## config.mk

```make
export PLATFORM = sky130hd
export DESIGN_NAME = dmem_arbiter
export DESIGN_NICKNAME = d
export VERILOG_FILES = /design/src/rtl/dmem_arbiter_pkg.sv /design/src/rtl/dmem_arbiter_rr_pick.sv /design/src/rtl/dmem_arbiter.sv
export SDC_FILE = /design/constraint.sdc
export NUM_CORES = 1
export LEC_CHECK = 0
export CAP_MARGIN = 20
export CORE_MARGIN = 4
export CORE_UTILIZATION = 46
export CTS_CLUSTER_SIZE = 40
export DETAILED_ROUTE_END_ITERATION = 10
export PLACE_DENSITY = 0.95
export SYNTH_ARGS = -nofsm -noshare
export SYNTH_HDL_FRONTEND = slang
export SYNTH_HIERARCHICAL = 1
export SYNTH_SLANG_ARGS = --single-unit
export TNS_END_PERCENT = 20
```

## constraint.sdc

```tcl
create_clock -name Clk -period 6.91 [get_ports Clk]
set_clock_uncertainty 0.05 [all_clocks]
set_input_delay 1.382 -clock Clk [delete_from_list [all_inputs] [get_ports Clk]]
set_output_delay 1.382 -clock Clk [all_outputs]
set_load 0.02 [all_outputs]
```

## src/rtl/dmem_arbiter_pkg.sv

```systemverilog
// -----------------------------------------------------------------------------
// dmem_arbiter_pkg
//   Shared definitions for the data-memory arbiter slice:
//     - default core count and bus widths
//     - arbiter FSM state encoding
//     - wrap_add: modular index helper used for round-robin scans and the
//       pointer update
// -----------------------------------------------------------------------------
package dmem_arbiter_pkg;

  localparam int NCORE_DEFAULT  = 8;
  localparam int WIDTH_DEFAULT  = 8;
  localparam int ADDR_W_DEFAULT = 8;

  typedef enum logic [1:0] {
    IDLE   = 2'b00,
    ACCESS = 2'b01,
    DONE   = 2'b10
  } arb_state_e;

  // (base + off) mod n, valid for base < n and off < n
  function automatic int wrap_add(input int base, input int off, input int n);
    int sum;
    sum = base + off;
    return (sum >= n) ? sum - n : sum;
  endfunction

endpackage

```

## src/rtl/dmem_arbiter_rr_pick.sv

```systemverilog
// -----------------------------------------------------------------------------
// dmem_arbiter_rr_pick
//   Combinational round-robin priority encoder. Returns the first asserted
//   request found when scanning ptr, ptr+1, ..., NCORE-1, 0, ..., ptr-1.
// Ports
//   req  in   NCORE   request vector (already qualified by the caller)
//   ptr  in   PTR_W   index with highest priority this cycle
//   any  out  1       at least one request present
//   idx  out  PTR_W   winning index (0 when no request)
// -----------------------------------------------------------------------------
module dmem_arbiter_rr_pick
  import dmem_arbiter_pkg::*;
#(
  parameter int NCORE = NCORE_DEFAULT,
  parameter int PTR_W = $clog2(NCORE)
) (
  input  logic [NCORE-1:0] req,
  input  logic [PTR_W-1:0] ptr,
  output logic             any,
  output logic [PTR_W-1:0] idx
);

  logic [PTR_W-1:0] cand;

  // Scan from the farthest offset back to offset 0 so that the candidate
  // closest to ptr is the last one written and therefore wins.
  always_comb begin
    any  = |req;
    idx  = '0;
    cand = '0;
    for (int off = NCORE - 1; off >= 0; off--) begin
      cand = PTR_W'(wrap_add(int'(ptr), off, NCORE));
      if (req[cand]) begin
        idx = cand;
      end
    end
  end

endmodule

```

## src/rtl/dmem_arbiter.sv

```systemverilog
// -----------------------------------------------------------------------------
// dmem_arbiter
//   Serialises independent load/store requests from NCORE cores onto a single
//   port data RAM with round-robin fairness. One access every three cycles at
//   most: IDLE (grant, drive RAM) -> ACCESS (capture, strobe) -> DONE (gap
//   while the served core drops its request) -> IDLE. All state changes on
//   the falling edge of Clk; Rst is asynchronous and active high.
// Ports
//   Clk, Rst    clock (negedge active) and async reset
//   dREAD       per-core load request, held until that core's dmemAV
//   dWRITE      per-core store request, held until that core's dmemAV
//   coreS       per-core finished/disabled flag; requests ignored when 1
//   ADDR_IN     per-core address, core k at [k*ADDR_W +: ADDR_W]
//   WDATA_IN    per-core store data, core k at [k*WIDTH +: WIDTH]
//   MEM_RDATA   RAM read data, valid one negedge after mem_rEN
//   mem_rEN     RAM read enable (one cycle)
//   mem_wEN     RAM write enable (one cycle)
//   MEM_ADDR    RAM address, holds when idle
//   MEM_WDATA   RAM write data, holds when idle
//   DATA_OUT    per-core load result, core k at [k*WIDTH +: WIDTH]
//   dmemAV      per-core one-cycle completion strobe (one-hot)
//   busy        high whenever the FSM is not in IDLE
// -----------------------------------------------------------------------------
module dmem_arbiter
  import dmem_arbiter_pkg::*;
#(
  parameter int NCORE  = NCORE_DEFAULT,
  parameter int WIDTH  = WIDTH_DEFAULT,
  parameter int ADDR_W = ADDR_W_DEFAULT
) (
  input  logic                    Clk,
  input  logic                    Rst,
  input  logic [NCORE-1:0]        dREAD,
  input  logic [NCORE-1:0]        dWRITE,
  input  logic [NCORE-1:0]        coreS,
  input  logic [NCORE*ADDR_W-1:0] ADDR_IN,
  input  logic [NCORE*WIDTH-1:0]  WDATA_IN,
  input  logic [WIDTH-1:0]        MEM_RDATA,
  output logic                    mem_rEN,
  output logic                    mem_wEN,
  output logic [ADDR_W-1:0]       MEM_ADDR,
  output logic [WIDTH-1:0]        MEM_WDATA,
  output logic [NCORE*WIDTH-1:0]  DATA_OUT,
  output logic [NCORE-1:0]        dmemAV,
  output logic                    busy
);

  localparam int PTR_W = $clog2(NCORE);

  arb_state_e       state_q, state_d;
  logic [PTR_W-1:0] ptr_q, ptr_d;
  logic [PTR_W-1:0] gnt_q, gnt_d;
  logic             is_store_q, is_store_d;
  logic             mem_ren_q, mem_ren_d;
  logic             mem_wen_q, mem_wen_d;
  logic [ADDR_W-1:0] mem_addr_q, mem_addr_d;
  logic [WIDTH-1:0] mem_wdata_q, mem_wdata_d;
  logic [WIDTH-1:0] data_out_q [NCORE];
  logic [WIDTH-1:0] data_out_d [NCORE];
  logic [NCORE-1:0] dmem_av_q, dmem_av_d;

  logic [NCORE-1:0] eligible;
  logic             pick_any;
  logic [PTR_W-1:0] pick_idx;

  logic [ADDR_W-1:0] addr_arr  [NCORE];
  logic [WIDTH-1:0]  wdata_arr [NCORE];

  // Unpack the flat per-core buses into arrays and repack the results.
  for (genvar k = 0; k < NCORE; k++) begin : g_core
    assign addr_arr[k]                  = ADDR_IN[k*ADDR_W +: ADDR_W];
    assign wdata_arr[k]                 = WDATA_IN[k*WIDTH +: WIDTH];
    assign DATA_OUT[k*WIDTH +: WIDTH]   = data_out_q[k];
  end

  assign eligible = (dREAD | dWRITE) & ~coreS;

  dmem_arbiter_rr_pick #(
    .NCORE (NCORE),
    .PTR_W (PTR_W)
  ) u_rr_pick (
    .req (eligible),
    .ptr (ptr_q),
    .any (pick_any),
    .idx (pick_idx)
  );

  // Next-state and RAM-side outputs. Enables default low so they are only
  // ever high for the single cycle following a grant.
  always_comb begin
    state_d     = state_q;
    ptr_d       = ptr_q;
    gnt_d       = gnt_q;
    is_store_d  = is_store_q;
    mem_ren_d   = 1'b0;
    mem_wen_d   = 1'b0;
    mem_addr_d  = mem_addr_q;
    mem_wdata_d = mem_wdata_q;
    data_out_d  = data_out_q;
    dmem_av_d   = '0;

    unique case (state_q)
      IDLE: begin
        if (pick_any) begin
          gnt_d      = pick_idx;
          mem_addr_d = addr_arr[pick_idx];
          // A core asserting both load and store is treated as a store.
          is_store_d = dWRITE[pick_idx];
          if (dWRITE[pick_idx]) begin
            mem_wen_d   = 1'b1;
            mem_wdata_d = wdata_arr[pick_idx];
          end else begin
            mem_ren_d = 1'b1;
          end
          state_d = ACCESS;
        end
      end
      ACCESS: begin
        if (!is_store_q) begin
          data_out_d[gnt_q] = MEM_RDATA;
        end
        dmem_av_d[gnt_q] = 1'b1;
        // Priority moves to the core after the one just served.
        ptr_d   = PTR_W'(wrap_add(int'(gnt_q), 1, NCORE));
        state_d = DONE;
      end
      DONE: begin
        // No arbitration here: the served core is still seen requesting
        // until it observes dmemAV and drops its request.
        state_d = IDLE;
      end
      default: begin
        state_d = IDLE;
      end
    endcase
  end

  // State and output registers, updated on the falling edge.
  always_ff @(negedge Clk or posedge Rst) begin
    if (Rst) begin
      state_q     <= IDLE;
      ptr_q       <= '0;
      gnt_q       <= '0;
      is_store_q  <= 1'b0;
      mem_ren_q   <= 1'b0;
      mem_wen_q   <= 1'b0;
      mem_addr_q  <= '0;
      mem_wdata_q <= '0;
      dmem_av_q   <= '0;
      for (int k = 0; k < NCORE; k++) begin
        data_out_q[k] <= '0;
      end
    end else begin
      state_q     <= state_d;
      ptr_q       <= ptr_d;
      gnt_q       <= gnt_d;
      is_store_q  <= is_store_d;
      mem_ren_q   <= mem_ren_d;
      mem_wen_q   <= mem_wen_d;
      mem_addr_q  <= mem_addr_d;
      mem_wdata_q <= mem_wdata_d;
      dmem_av_q   <= dmem_av_d;
      data_out_q  <= data_out_d;
    end
  end

  assign mem_rEN   = mem_ren_q;
  assign mem_wEN   = mem_wen_q;
  assign MEM_ADDR  = mem_addr_q;
  assign MEM_WDATA = mem_wdata_q;
  assign dmemAV    = dmem_av_q;
  assign busy      = (state_q != IDLE);

endmodule
```

# Yosys cells after proc, flatten, opt, wreduce, memory -nomap -nowiden
# Index checks and enable logic that the tools add are counted.
[classes] add_sub_neg=17 n_lt_le_gt_ge=23 n_eq_ne=2 mux=55 bitwise=6 reduce_logical=8
[ops] cell="bitwise mux 64 bit" n=1
[ops] cell="2-to-1 mux 3 bit" n=17
[ops] cell="binary-select mux 8 bit (select 3 bit)" n=2
[ops] cell="2-to-1 mux 8 bit" n=6
[ops] cell="greater-or-equal comparator 4 bit, second input constant" n=10
[ops] cell="< comparator 3 x 4 -> 1 bit, second input constant" n=10
[ops] cell="binary-select mux 1 bit (select 3 bit)" n=9
[ops] cell="subtractor 3 x 1 -> 3 bit, second input constant" n=9
[ops] cell="demux 8 bit (select 3 bit)" n=1
[ops] cell="adder 3 x 3 -> 4 bit, second input constant" n=4
[ops] cell="2-to-1 mux 1 bit" n=16
[ops] cell="adder 3 x 1 -> 4 bit, second input constant" n=2
[ops] cell="adder 3 x 2 -> 4 bit, second input constant" n=2
[ops] cell="AND 8 bit" n=1
[ops] cell="inverter 3 -> 4 bit" n=2
[ops] cell="inverter 8 bit" n=1
[ops] cell="bitwise OR 8 bit" n=1
[ops] cell="OR reduction 8 bit" n=1
[ops] cell="greater-or-equal comparator 3 x 4 -> 1 bit, second input constant" n=1
[ops] cell="< comparator 4 x 1 -> 1 bit, second input constant" n=1
[ops] cell="case mux 2 bit (2 select lines)" n=1
[ops] cell="AND reduction 2 bit" n=2
[ops] cell="demux 1 bit (select 3 bit)" n=1
[ops] cell="greater-or-equal comparator 3 x 1 -> 1 bit, second input constant" n=1
[ops] cell="other kinds (8)" n=9
[word_totals] ff_bits=99

# Depth between registers and ports, before layout
# Gate-level depths: netlist of the first run.
[depth] depth_word=18 ltp_mapped=16 depth_no_buf=11

# Cells and area by module
# The synthesis of the first run kept the hierarchy.
[by_module_without_submodules] mod="dmem_arbiter" instances=1 cells_each=322 area_per_inst_um2=4787.1
[by_module_without_submodules] mod="dmem_arbiter_rr_pick" instances=1 cells_each=85 area_per_inst_um2=792.0

==> results of run 1 <==
critical path, cell delays in order:
cell	delay, ns
dlygate4sd2_1	0.26
nor2_4	0.08
mux4_2	0.50
mux2_4	0.29
o311a_1	0.35
o311a_4	0.38
buf_12	0.17
mux2i_4	0.18
nand3b_1	0.26
nand4_4	0.26
mux2_4	0.38
synth_stat cells, drive strengths merged:
master / instances / area, sq um
nand2b: 2 / 15.0
a22oi: 5 / 42.5
mux4: 44 / 1020
o21ai: 6 / 30.0
and2: 5 / 31.3
o2bb2ai: 1 / 8.76
nor3b: 1 / 12.5
o2111a: 1 / 11.3
or2: 2 / 12.5
mux2: 88 / 1000
a221oi: 1 / 8.76
mux2i: 17 / 170
nor2: 34 / 128
xnor2: 2 / 17.5
a31oi: 2 / 12.5
a21o: 1 / 7.51
o31ai: 1 / 7.51
o32ai: 1 / 16.3
ha: 3 / 37.5
nand4: 1 / 21.3
dfrtn: 99 / 2480
o21bai: 1 / 7.51
nor2b: 4 / 25.0
inv: 12 / 45.0
a21oi: 16 / 80.1
nand3: 4 / 20.0
clkbuf: 6 / 22.5
xor2: 3 / 26.3
a211oi: 1 / 7.51
nor4: 3 / 18.8
buf: 15 / 111
nor3: 1 / 5.00
nand2: 17 / 63.8
o311a: 2 / 20.0
nand3b: 2 / 15.0
o211ai: 1 / 7.51
and3: 2 / 12.5
how the worst min path moves through the flow:
stage	start	to
2_1_floorplan	ptr_q[2]$_DFFE_NP0P_	ptr_q[2]$_DFFE_NP0P_
5_1_grt	DATA_OUT[60]$_DFFE_NP0P_	DATA_OUT[60]$_DFFE_NP0P_
4_1_cts	DATA_OUT[26]$_DFFE_NP0P_	DATA_OUT[26]$_DFFE_NP0P_
3_3_place_gp	DATA_OUT[0]$_DFFE_NP0P_	DATA_OUT[0]$_DFFE_NP0P_
6_report	DATA_OUT[26]$_DFFE_NP0P_	DATA_OUT[26]$_DFFE_NP0P_
3_5_place_dp	DATA_OUT[26]$_DFFE_NP0P_	DATA_OUT[26]$_DFFE_NP0P_
final cells by class:
type                       instances  area, sq um
antenna                            1         2.50
clock buffer                      10          239
clock inverter                     6         83.8
fill                             638         2380
inverter                          12         48.8
multi-input combinational        276         3190
sequential                        99         2480
tap                              143          179
timing repair buffer             312         3070
layer usage:
layer | track usage [%] | wire length, um | up-vias
li1 | - | - | 2160
met1 | 34.3 | 7580 | 2515
met2 | 51.0 | 11200 | 309
met3 | 5.97 | 1460 | 79
met4 | 13.8 | 1140 | 0
met5 | 0 | 0 | -
state kept, by name (all words and copies together) (netlist names):
register    cells
mem_rEN         1
MEM_ADDR        8
gnt_q           3
state_q         2
is_store_q      1
DATA_OUT       64
MEM_WDATA       8
ptr_q           3
dmemAV          8
mem_wEN         1
cells by family after synthesis:
kind of cell / count (synthesis)
AOI/OAI and AO/OA: 40
xor gates and xnor gates: 5
adders and majority gates: 3
buffers and inverters: 33
DFF: 99
muxes: 149
and+or+nand+nor: 78
stage by stage:
step                util [%]  setup TNS, ns  hold WS (ns)  instance area [sq um]
floorplan                  -         -16.80         0.355                   5640
global placement        73.6         -29.73         0.397                   8580
detailed placement      73.6         -31.38         0.403                   8580
CTS                     78.7         -12.89         0.403                   9170
global route            79.6         -16.52         0.412                   9290
finish                  79.6         -15.10         0.402                   9290
repair_timing:
action	CTS	global route
endpoints found under the hold margin	0	0
pin swaps	25	3
setup endpoints to repair	22	22
resized for setup	132	8
setup buffers	14	5
gates cloned	1	1
power breakdown:
group          internal, W  switching [W]  leakage (nW)
combinational      0.00277        0.00217          2.54
sequential        0.000894       0.000236          1.18
clock             0.000299       0.000244         0.158
==> impl_metrics.toml, run 1 <==
[layout]
nets = 875
syn2layout_area_growth_pct = 66.4
mostFrequentLayoutCells = "clkdlybuf4s50_1, dfrtn_1, mux2_2"
layout_commonest_cell = "clkdlybuf4s50_1"
final-instance-count-excl-fill = 859
layout-drive-gt1-share_pct = 35.4

[hold_path]
whs_path_depth = 1
hold_path_class = "reg2reg"

[logic_synthesis]
synth_cell_types = 45
ys_seq_elements = 99
yosysWarnings = 6
synth_top_family_by_area = "multiplexers"
synth_fa_ha_area_share_pct = 0.673
avgSynthCellArea_sq_um = 13.7
ys_seq_area_share_pct = 44.4
synth-compound-area-share_pct = 4.80
synth_mux_area_share_pct = 39.3
synth-simple-area-share_pct = 6.82
synth_xor_xnor_area_share_pct = 0.785
syn_area_sq_um = 5580
syn-num-nets = 572
syn_inst = 407

[floorplan]
start_util_pct = 47.8
dieArea_sq_um = 14000
fp.dieH_um = 118
fp.coreArea_sq_um = 11700
row_count = 39
die_x_um = 118
num_io_pins = 253

[place]
gp_congestion = 0.957
post-place-cells = 821
port_buffers = 252
dpl_worst_slack_ns = -1.61
hpwl_mm = 15.1

[critical_path]
start_kind = "input pin"
r2r_slack_ns = 2.29
worstPathRequired_ns = 3.60
cp_max_fo = 7
reg2reg_from = "ptr_q[1]$_DFFE_NP0P_"
crit_path_start = "coreS[6]"
reg2reg_depth = 11
endpoint = "MEM_WDATA[5]$_DFFE_NP0P_"
crit_arrival_ns = 4.49
crit_type = "in2reg"
r2r-end = "MEM_WDATA[5]$_DFFE_NP0P_"
end_kind = "register"

[route]
vias_per_cell = 5.89
wl_per_cell_um = 24.9
ant_nets = 0
totalWireLength_mm = 21.4
drtIter0Drc = 386
drc = 0
firstDrtPassIters = 5
vias = 5063

[sta]
final-setup-viol-count = 22
slew_headroom_pct = 45.8
finalMaxSlewViolations = 0
rsz0062_at_grt = "yes"
timing_hold_violations_final = 0
worst_slack_ns = -0.891
worstMarginPinSlew_ns = 0.813

[global_routing]
grt_max_degree = 58
grt_pass1_vias = 5548
grt_pass1_wl_mm = 31.5
grt_util_all_layers_pct = 29.1
overflow = 0
antenna_found_initial = 1

[cts]
htreeDepth = 3
cts_tree = "built"
insertion_delay_ns = 0.35
cts_hold_buf = 0
cts_buffers = 9
max-clock-path-buffers = 2
cts.reportedPaths.clkPinSlew_ns = 0.05
cts_sinks = 99
cts-root-buf = "clkbuf_16"

[pwr]
totalPowerFinal_w = 0.00661
powerDensity_nw_per_um2 = 712
ir_drop_mv = 0.486
leakagePower_nw = 3.88

[status]
status = "complete, but fails checks"
violations = "negative setup slack"

[run]
maxCapViolCount = 0
(Power assumes the default switching activity.)
==> run 2: changes to the inputs <==
Settings changed: CELL_PAD_IN_SITES_DETAIL_PLACEMENT set to 1, CELL_PAD_IN_SITES_GLOBAL_PLACEMENT set to 2, CORE_UTILIZATION 46 to 28, PLACE_DENSITY 0.95 to 0.92, SLEW_MARGIN set to 20.
==> run 2 against run 1 <==
Effect of this change: the run still ends with negative setup slack left; register-to-register slack gained 0.03 ns; worst hold slack gained 0.0015 ns; routed wire length shrank 2.0%; sequential cell count is the same; non-clock buffer count shrank 4; cell area grew 0.80%.
==> impl_metrics.toml, run 2 (same netlist as run 1, synthesis figures left out) <==
[status]
status = "complete, but fails checks"
violations = "negative setup slack"

[route]
totalWireLength_mm = 20.9
vias = 4728
ant_nets = 0
drc = 0
drtIter0Drc = 128
firstDrtPassIters = 4
wl_per_cell_um = 21.5
vias_per_cell = 4.85

[global_routing]
overflow = 0
antenna_found_initial = 0
grt_max_degree = 44
grt_pass1_wl_mm = 32.2
grt_pass1_vias = 5535
grt_util_all_layers_pct = 18.8

[layout]
nets = 870
layout-drive-gt1-share_pct = 36.1
antennaDiodeCount = 0
final-instance-count-excl-fill = 975
largest_reg_flops = 64
layout_commonest_cell = "clkdlybuf4s50_1"
mostFrequentLayoutCells = "clkdlybuf4s50_1, dfrtn_1, mux2_2"
final_util_pct = 47.9
syn2layout_area_growth_pct = 67.8

[sta]
worstMarginPinSlew_ns = 0.796
worst_slack_ns = -0.824
timing_hold_violations_final = 0
final-setup-viol-count = 22
finalMaxSlewViolations = 0
slew_headroom_pct = 47.0
rsz0062_at_grt = "yes"
tns_ns = -14.02

[floorplan]
fp.coreArea_sq_um = 19500
die_x_um = 149
row_count = 51
start_util_pct = 28.6
fp.dieH_um = 149
num_io_pins = 253
dieArea_sq_um = 22200

[critical_path]
critPathTopFamily = "multiplexers"
crit_arrival_ns = 4.43
path_depth = 14
start_kind = "input pin"
critPathMaxStageDelay_ns = 0.47
crit_buf_inv = 4
worstPathRequired_ns = 3.60
critPathMostFrequentCell = "mux2_4"
end_kind = "register"
cpMaxStageDelayCell = "mux4_2"
cp_max_fo = 6
crit_type = "in2reg"
reg2reg_depth = 10
worstPathCellList = "buf_6, nor2_4, nor2_4, buf_4, mux4_2, mux2_4, buf_4, a21oi_1, o211ai_1, o311a_4, buf_12, mux4_2, mux2_4, mux2_4"

[place]
gp_congestion = 0.829
port_buffers = 252
post-place-cells = 941
hpwl_mm = 16.5

[run]
maxCapViolCount = 0

[hold_path]
hold_path_class = "reg2reg"
whs_path_depth = 1

[cts]
cts-root-buf = "clkbuf_16"
cts_hold_buf = 0
cts_buffers = 9
cts_tree = "built"
cts.reportedPaths.clkPinSlew_ns = 0.05
cts_sinks = 99
insertion_delay_ns = 0.35
max-clock-path-buffers = 2
htreeDepth = 3

[pwr]
leakagePower_nw = 3.82
ir_drop_mv = 0.264
powerDensity_nw_per_um2 = 660
totalPowerFinal_w = 0.00618
## run 2: final timing paths
| path | from | end | slack [ns] |
|---|---|---|---|
| min in group asynchronous | Rst | MEM_ADDR[3]$_DFFE_NP0P_ | 4.74 |
| max reg2reg | ptr_q[0]$_DFFE_NP0P_ | MEM_WDATA[2]$_DFFE_NP0P_ | 2.32 |
| max | dWRITE[6] | MEM_WDATA[2]$_DFFE_NP0P_ | -0.82 |
| min | DATA_OUT[3]$_DFFE_NP0P_ | DATA_OUT[3]$_DFFE_NP0P_ | 0.40 |
| min reg2reg | DATA_OUT[3]$_DFFE_NP0P_ | DATA_OUT[3]$_DFFE_NP0P_ | 0.40 |
| max in group asynchronous | Rst | DATA_OUT[38]$_DFFE_NP0P_ | 1.46 |
## run 2: timing repair
item                                    4_1_cts  5_1_grt
gates cloned                                  3        0
resized for setup                           137       12
setup buffers                                11        4
pin swaps                                    21        9
endpoints found under the setup margin       22       22
## run 2: routing by layer
metal | global-route usage (%) | share of wire (%) | vias to the layer above
met3 | 3.46 | 4.5 | 28
met1 | 21.3 | 37 | 2419
li1 | - | - | 2126
met2 | 35.3 | 56 | 155
met5 | 0 | 0 | -
met4 | 6.45 | 2.5 | 0
## run 2: final cells by class
cell class              count  area, sq um
repair buffers            308         3060
clock inverters             6         77.6
clock buffers              10          239
fillers                  2051        10200
flip-flops and latches     99         2480
inverters                  12         48.8
multi-input cells         275         3120
well taps                 265          332
## run 2: worst register-to-register path, delay by kind of cell (launching register included)
family	cells	cell delay [ns]
buffers and inverters	2	0.50
multiplexers	5	1.71
AO/OA/AOI/OAI	2	0.74
flip-flops	1	0.84
adder cells (fa/ha/maj)	1	0.59
## run 2: report_power, final
group / leakage (nW) / switching [W] / internal, W
logic: 2.49 / 0.00198 / 0.00255
registers: 1.18 / 0.000223 / 0.000894
clock network: 0.153 / 0.000238 / 0.000298
total: 3.82 / 0.00244 / 0.00374
## run 2: through the flow
| stage | setup slack, ns | cell area, sq um | hold slack [ns] |
|---|---|---|---|
| floorplan | -0.943 | 5640 | 0.355 |
| global route | -0.863 | 9360 | 0.415 |
| global placement | -1.51 | 8720 | 0.400 |
| CTS | -0.758 | 9300 | 0.404 |
| detailed placement | -1.61 | 8720 | 0.404 |
| finish | -0.824 | 9360 | 0.403 |
